**src/rtl/sha256_round_sequencer_if.sv**
```systemverilog
`default_nettype none
// ============================================================================
// Module   : sha256_round_sequencer_if
// Brief    : Handshake/ROM bundle between the round sequencer and datapath.
// Revision : 1.0 - initial release
// ============================================================================
interface sha256_round_sequencer_if #(
  parameter int PASS_W = 2
);
  logic              start;
  logic              abort;
  logic              stall;
  logic [5:0]        round_addr;
  logic [31:0]       kt_in;
  logic [31:0]       kt_out;
  logic [5:0]        round_out;
  logic [PASS_W-1:0] pass_out;
  logic              round_valid;
  logic              first_round;
  logic              last_round;
  logic              busy;
  logic              done;

  // master = sequencer, slave = compression datapath / ROM side
  modport master (
    input  start, abort, stall, kt_in,
    output round_addr, kt_out, round_out, pass_out,
           round_valid, first_round, last_round, busy, done
  );

  modport slave (
    output start, abort, stall, kt_in,
    input  round_addr, kt_out, round_out, pass_out,
           round_valid, first_round, last_round, busy, done
  );
endinterface
`default_nettype wire

```
**src/rtl/sha256_round_sequencer.sv**
```systemverilog
`default_nettype none
// ============================================================================
// Module   : sha256_round_sequencer
// Brief    : Steps 64 SHA-256 rounds per pass, aligns K ROM data to rounds.
// Revision : 1.0 - initial release
// ============================================================================
module sha256_round_sequencer #(
  parameter int PASSES = 2,
  parameter int PASS_W = 2
) (
  input  logic                         clk,
  input  logic                         reset_n,
  sha256_round_sequencer_if.master     bus
);

  typedef enum logic [1:0] {
    ST_IDLE  = 2'd0,
    ST_PRIME = 2'd1,
    ST_RUN   = 2'd2,
    ST_DONE  = 2'd3
  } state_t;

  localparam logic [PASS_W-1:0] c_LAST_PASS  = PASS_W'(PASSES - 1);
  localparam logic [5:0]        c_LAST_ROUND = 6'd63;

  state_t            r_state;
  logic [5:0]        r_round;
  logic [PASS_W-1:0] r_pass;
  logic              r_valid;
  logic              r_busy;
  logic              r_done;
  logic [5:0]        w_round_addr;

  // Under stall the ROM re-reads the current round so Kt stays aligned.
  always_comb begin
    w_round_addr = 6'd0;
    if (r_state == ST_RUN) begin
      w_round_addr = bus.stall ? r_round : (r_round + 6'd1);
    end
  end

  always_ff @(posedge clk or negedge reset_n) begin
    if (!reset_n) begin
      r_state <= ST_IDLE;
      r_round <= 6'd0;
      r_pass  <= '0;
      r_valid <= 1'b0;
      r_busy  <= 1'b0;
      r_done  <= 1'b0;
    end else begin
      r_done <= 1'b0;
      if (bus.abort) begin
        r_state <= ST_IDLE;
        r_round <= 6'd0;
        r_pass  <= '0;
        r_valid <= 1'b0;
        r_busy  <= 1'b0;
      end else begin
        case (r_state)
          ST_IDLE: begin
            if (bus.start) begin
              r_state <= ST_PRIME;
              r_busy  <= 1'b1;
            end
          end
          ST_PRIME: begin
            r_state <= ST_RUN;
            r_valid <= 1'b1;
          end
          ST_RUN: begin
            if (!bus.stall) begin
              r_round <= r_round + 6'd1;
              if (r_round == c_LAST_ROUND) begin
                if (r_pass == c_LAST_PASS) begin
                  r_state <= ST_DONE;
                  r_pass  <= '0;
                  r_valid <= 1'b0;
                  r_busy  <= 1'b0;
                  r_done  <= 1'b1;
                end else begin
                  // next pass starts immediately; ROM already fetched K[0]
                  r_pass <= r_pass + 1'b1;
                end
              end
            end
          end
          ST_DONE: begin
            r_state <= ST_IDLE;
          end
          default: begin
            r_state <= ST_IDLE;
          end
        endcase
      end
    end
  end

  assign bus.round_addr  = w_round_addr;
  assign bus.kt_out      = bus.kt_in;
  assign bus.round_out   = r_round;
  assign bus.pass_out    = r_pass;
  assign bus.round_valid = r_valid;
  assign bus.first_round = r_valid && (r_round == 6'd0);
  assign bus.last_round  = r_valid && (r_round == c_LAST_ROUND);
  assign bus.busy        = r_busy;
  assign bus.done        = r_done;

endmodule
`default_nettype wire

```
**src/flat_wrapper.sv**
```systemverilog
// flat-port wrapper written by rule: the top's interface ports become plain ports
module sha256_round_sequencer_flat 
#(
  parameter int PASSES = 2,
  parameter int PASS_W = 2
)
  (clk, reset_n, bus_start, bus_abort, bus_stall, bus_kt_in, bus_round_addr, bus_kt_out, bus_round_out, bus_pass_out, bus_round_valid, bus_first_round, bus_last_round, bus_busy, bus_done);
  sha256_round_sequencer_if #(.PASS_W(PASS_W)) bus_i ();
  input  logic clk;
  input  logic reset_n;
  input wire logic [$bits(bus_i.start)-1:0] bus_start;
  input wire logic [$bits(bus_i.abort)-1:0] bus_abort;
  input wire logic [$bits(bus_i.stall)-1:0] bus_stall;
  input wire logic [$bits(bus_i.kt_in)-1:0] bus_kt_in;
  output wire logic [$bits(bus_i.round_addr)-1:0] bus_round_addr;
  output wire logic [$bits(bus_i.kt_out)-1:0] bus_kt_out;
  output wire logic [$bits(bus_i.round_out)-1:0] bus_round_out;
  output wire logic [$bits(bus_i.pass_out)-1:0] bus_pass_out;
  output wire logic [$bits(bus_i.round_valid)-1:0] bus_round_valid;
  output wire logic [$bits(bus_i.first_round)-1:0] bus_first_round;
  output wire logic [$bits(bus_i.last_round)-1:0] bus_last_round;
  output wire logic [$bits(bus_i.busy)-1:0] bus_busy;
  output wire logic [$bits(bus_i.done)-1:0] bus_done;
  assign bus_i.start = bus_start;
  assign bus_i.abort = bus_abort;
  assign bus_i.stall = bus_stall;
  assign bus_i.kt_in = bus_kt_in;
  assign bus_round_addr = bus_i.round_addr;
  assign bus_kt_out = bus_i.kt_out;
  assign bus_round_out = bus_i.round_out;
  assign bus_pass_out = bus_i.pass_out;
  assign bus_round_valid = bus_i.round_valid;
  assign bus_first_round = bus_i.first_round;
  assign bus_last_round = bus_i.last_round;
  assign bus_busy = bus_i.busy;
  assign bus_done = bus_i.done;
  sha256_round_sequencer #(.PASSES(PASSES), .PASS_W(PASS_W)) u_core (.clk(clk), .reset_n(reset_n), .bus(bus_i));
endmodule
```
**config.mk**
```make
export PLATFORM = sky130hd
export DESIGN_NAME = sha256_round_sequencer_flat
export DESIGN_NICKNAME = d
export VERILOG_FILES = /design/src/rtl/sha256_round_sequencer_if.sv /design/src/rtl/sha256_round_sequencer.sv /design/src/flat_wrapper.sv
export SDC_FILE = /design/constraint.sdc
export NUM_CORES = 1
export LEC_CHECK = 0
export ABC_AREA = 1
export CAP_MARGIN = 30
export CORE_MARGIN = 4
export CORE_UTILIZATION = 36
export DETAILED_ROUTE_END_ITERATION = 8
export GPL_TIMING_DRIVEN = 0
export PLACE_DENSITY = 0.89
export SYNTH_ARGS = -nofsm -noshare
export SYNTH_HDL_FRONTEND = slang
export SYNTH_SLANG_ARGS = --single-unit
```
**constraint.sdc**
```tcl
create_clock -name clk -period 4.3 [get_ports clk]
set_input_delay 0.86 -clock clk [delete_from_list [all_inputs] [get_ports clk]]
set_output_delay 0.86 -clock clk [all_outputs]
set_load 0.02 [all_outputs]
```
## Word-level counts from Yosys, hierarchy flattened

Index checks and enable logic that the tools add are counted.

- Register bits: 13
- Input bits: 37
- Output and inout port bits: 51
- Word-level logic and storage cells: 58

- Add/subtract/negate cells: 2
- Equal/unequal tests: 10
- Muxes and demuxes: 28
- Reduce and logical (&&, ||, !) cells: 12

Operator list:

| kind | number |
|---|---|
| $mux 6 | 4 |
| $mux 2 | 10 |
| $ne 3x3->1 const B | 4 |
| $mux 1 | 11 |
| $pmux 2 s4 | 1 |
| $reduce_and 4->1 | 2 |
| $add 6x1->6 const B | 1 |
| $eq 6x6->1 const B | 1 |
| $logic_not 6->1 | 1 |
| $reduce_bool 3->1 | 2 |
| $reduce_and 5->1 | 1 |
| $eq 2x1->1 const B | 2 |
| $eq 2x2->1 const B | 2 |
| $pmux 1 s2 | 2 |
| $reduce_bool 2->1 | 2 |
| $reduce_and 3->1 | 1 |
| $add 2x1->2 const B | 1 |
| $logic_and 1x1->1 | 2 |
| $logic_not 2->1 | 1 |
| $ne 2x2->1 const B | 1 |

## Logic depth before layout (Yosys ltp)

- Word-level depth: 6
- Gate-level depth with buffers: 10
- Gate-level depth less buffers: 10

## Worst setup path after synthesis

Ideal clock, no wire load.

- Path kind: input -> output
- Start: input bus_stall
- End: output bus_round_addr[4]
- Data arrival time: 1.580 ns
- Required time: 3.440 ns
- Setup slack: 1.860 ns
- Cell stages on the path: 5
- Path buffers: 0
- Cells stage by stage: inv_2 nand3_1 o21ai_0 nand2_1 nor2_1

- Longest elaborated chain between the ends: 2

RTL lines:

| item | line | source |
|---|---|---|
| from (decl) | flat_wrapper.sv:13 | `input wire logic [$bits(bus_i.stall)-1:0] bus_stall;` |
| $mux 6 | - |  |
| $mux 6 | sha256_round_sequencer.sv:37 | `if (r_state == ST_RUN) begin` |
| to (decl) | flat_wrapper.sv:15 | `output wire logic [$bits(bus_i.round_addr)-1:0] bus_round_addr;` |

Every way passes these cells.

## Worst setup path after layout

Ends and elaborated chain as after synthesis.

==> impl_metrics.sql <==
INSERT INTO impl_metrics (metric_group, metric, value, unit) VALUES
('critical_path', 'timing.critical_path.max_delay_family', 'buffers and inverters', ''),
('logic_synthesis', 'postSynth.asyncResetShare', '100.0', '%'),
('cts', 'clkLatencyLatePin', '280', 'ps'),
('placed_design', 'post-dp-hpwl', '2343', 'um'),
('drt', 'vias', '1117', ''),
('power', 'cellPowerDensity', '315.3', 'nW/um^2'),
('final_layout', 'fill_cells', '266', ''),
('die', 'design.core.area', '2877', 'um^2'),
('die', 'die_area', '4071', 'um^2'),
('drt', 'drt_first_iter_violations', '21', ''),
('die', 'fp-row-count', '19', ''),
('placed_design', 'count_of_port_buffers_added_during_placement', '55', ''),
('grt', 'antenna_found_initial', '0', ''),
('cts', 'cts.sinks', '13', ''),
('sta', 'highest_attainable_clock_frequency', '279.2', 'MHz'),
('sta', 'finalHoldViolations', '0', ''),
('final_layout', 'stdcell_area', '1750', 'um^2'),
('logic_synthesis', 'number_of_cells_produced_by_synthesis', '152', ''),
('sta', 'post-route-period-util', '83.28', '%'),
('power', 'vdd_drop_max', '0.0002110', 'V'),
('logic_synthesis', 'share_of_synthesized_area_occupied_by_flip_flops_and_latches', '29.02', '%'),
('cts', 'root_cell_of_the_clock_tree', 'sky130_fd_sc_hd__clkbuf_4', ''),
('run', 'maxCapViolCount', '0', ''),
('final_layout', 'commonest_non_fill_non_tap_cells_in_the_layout', 'sky130_fd_sc_hd__clkdlybuf4s50_1 (55), sky130_fd_sc_hd__buf_4 (32), sky130_fd_sc_hd__nand2_1 (31)', ''),
('critical_path', 'timing.setup.critical_path_class', 'in2out', ''),
('critical_path', 'crit_path_start', 'bus_stall', ''),
('cts', 'clock_tree.buffer_depth', '2', ''),
('sta', 'worst_slew_margin_rel', '56.46', '%'),
('grt', 'first_pass_grt_wire_length', '4629', 'um'),
('critical_path', 'crit_cells', '7', ''),
('critical_path', 'crit_path_max_incr_delay', '610', 'ps'),
('sta', 'finalSetupViolCount', '0', ''),
('logic_synthesis', 'yosysWarnings', '0', ''),
('critical_path', 'worst-r2r-setup-slack', '2700', 'ps'),
('grt', 'grt_pass1_vias', '1091', ''),
('critical_path', 'crit-reg2reg-capture', 'u_core.r_state[1]', ''),
('grt', 'globalRoute.totalOverflow', '0', ''),
('logic_synthesis', 'synth_seq_cells', '13', ''),
('critical_path', 'critical_path_peak_fanout', '7', ''),
('final_layout', 'design.final.nets', '255', ''),
('logic_synthesis', 'synth_enable_flop_cells', '0', ''),
('sta', 'setup_tns', '0', 'ps'),
('power', 'power_switching', '0.2311', 'mW'),
('cts', 'cts_repair_resize_count', '0', ''),
('drt', 'wire_per_inst', '11.15', 'um'),
('final_layout', 'multiInputGateArea', '460.4', 'um^2'),
('cts', 'clkTransAtPathRegs', '80', 'ps'),
('critical_path', 'critical_path.endpoint_type', 'output pin', ''),
('critical_path', 'critical-path-top-cell-by-count', 'sky130_fd_sc_hd__clkdlybuf4s50_1', ''),
('final_layout', 'final_common_cell', 'sky130_fd_sc_hd__clkdlybuf4s50_1', ''),
('drt', 'dr.pass1.iters', '4', ''),
('critical_path', 'path_cells', 'clkdlybuf4s50_1, inv_2, nand3_1, o21ai_0, nand2_1, nor2_1, clkdlybuf4s50_1', ''),
('die', 'floorplan.initialDensity', '38.97', '%'),
('final_layout', 'stdcell_count', '253', ''),
('outcome', 'run_status', 'finished clean', ''),
('min_path', 'hold_class', 'reg2reg', ''),
('critical_path', 'critical_path_required', '3440', 'ps'),
('final_layout', 'post_route_cells_drive_above_1_share', '23.70', '%'),
('sta', 'tightest_slew', '651.0', 'ps'),
('drt', 'finalWirelength', '2822', 'um'),
('logic_synthesis', 'ys_types', '23', ''),
('critical_path', 'critical_path.reg2reg.startpoint', 'u_core.r_state[0]', ''),
('logic_synthesis', 'synth-main-ff-cell', 'sky130_fd_sc_hd__dfrtp_1', ''),
('power', 'cellInternalPower', '0.3209', 'mW'),
('drt', 'drc', '0', ''),
('critical_path', 'crit_slowest_cell', 'sky130_fd_sc_hd__clkdlybuf4s50_1', ''),
('grt', 'grt_start_max_net_pins', '14', ''),
('die', 'die_width', '63.81', 'um'),
('logic_synthesis', 'syn_area', '1121', 'um^2'),
('placed_design', 'place.detailed.instances', '249', ''),
('cts', 'tritoncts', 'built', '');
synthesized netlist by cell type, types with 3 or more instances:
cell / count / area [um^2]
sky130_fd_sc_hd__o21ai_1: 3 / 15.01
sky130_fd_sc_hd__buf_4: 32 / 240.2
sky130_fd_sc_hd__ha_1: 6 / 75.07
sky130_fd_sc_hd__nand4_1: 4 / 25.02
sky130_fd_sc_hd__nand2_2: 3 / 18.77
sky130_fd_sc_hd__o21ai_0: 8 / 40.04
sky130_fd_sc_hd__nor2_2: 4 / 25.02
sky130_fd_sc_hd__nand2_1: 31 / 116.4
sky130_fd_sc_hd__dfrtp_1: 13 / 325.3
sky130_fd_sc_hd__nor2_1: 10 / 37.54
sky130_fd_sc_hd__a21oi_1: 4 / 20.02
sky130_fd_sc_hd__inv_1: 19 / 71.32
sky130_fd_sc_hd__nand3_1: 4 / 20.02
sequential cells by signal (all words and copies together) (netlist names):
signal,count
u_core.bus.done,1
u_core.r_state,2
u_core.bus.round_valid,1
u_core.bus.pass_out,2
u_core.bus.round_out,6
u_core.bus.busy,1
final cells by class:
| type | count | area share, % |
|---|---|---|
| inverter | 21 | 4.503 |
| clock buffer | 4 | 1.501 |
| buffer | 34 | 14.65 |
| timing repair buffer | 55 | 31.45 |
| tap | 42 | 3.002 |
| multi-input combinational | 84 | 26.30 |
| sequential | 13 | 18.58 |
worst min path at each step:
| stage | start | end | slack (ps) | depth (start not counted) |
|---|---|---|---|---|
| finish | u_core.bus.busy | u_core.bus.busy | 490 | 2 |
| global route | u_core.bus.busy | u_core.bus.busy | 510 | 2 |
| CTS | u_core.bus.busy | u_core.bus.busy | 500 | 2 |
| detailed placement | u_core.bus.busy | u_core.bus.busy | 480 | 2 |
| global placement | u_core.bus.busy | u_core.bus.busy | 460 | 2 |
| floorplan | u_core.r_state[1] | u_core.r_state[1] | 480 | 2 |
logic make-up (layout without fill, tap and decap cells):
| group | count (synthesis) | after routing | share of synthesized area (%) |
|---|---|---|---|
| compound gates | 17 | 17 | 9.263 |
| flops | 13 | 13 | 29.02 |
| buf+inv | 55 | 114 | 29.91 |
| fa+ha+maj | 6 | 6 | 6.696 |
| simple gates | 61 | 61 | 25.11 |
through the flow:
| step | power (mW) | util [%] | hold slack, ps | setup WS [ps] |
|---|---|---|---|---|
| floorplan | 0.3656 | - | 484.0 | 1860 |
| global placement | 0.4681 | 59.94 | 458.6 | 746.4 |
| detailed placement | 0.4771 | 59.94 | 478.2 | 725.1 |
| CTS | 0.5601 | 60.85 | 500.4 | 724.5 |
| global route | 0.5940 | 60.85 | 513.0 | 566.4 |
| finish | 0.5519 | 60.85 | 494.2 | 718.9 |
worst register-to-register path: cells and delay by family (launching register included):
| kind | cells | cell delay, ps |
|---|---|---|
| AO/OA/AOI/OAI | 1 | 70 |
| adder cells (fa/ha/maj) | 1 | 340 |
| buffers and inverters | 3 | 270 |
| flip-flops | 1 | 410 |
| AND/OR/NAND/NOR | 5 | 440 |
power by group through the flow:
| stage | Sequential, mW | Clock (mW) | Combinational, mW |
|---|---|---|---|
| 6_report | 0.164 | 0.0783 | 0.310 |
| 5_1_grt | 0.168 | 0.0879 | 0.338 |
| 4_1_cts | 0.163 | 0.0841 | 0.313 |
| 3_5_place_dp | 0.166 | 0 | 0.311 |
| 3_3_place_gp | 0.164 | 0 | 0.304 |
| 2_1_floorplan | 0.176 | 0 | 0.190 |
per-layer routing:
metal  up-vias  GRT usage [%]  part of all wire [%]
met5         -              0                     0
met4         0          2.426                  0.67
met3         5          4.378                   9.2
met2        56          23.87                    48
met1       493          16.86                    42
li1        563              -                     -
No activity file was read; power rests on OpenSTA's default activity.
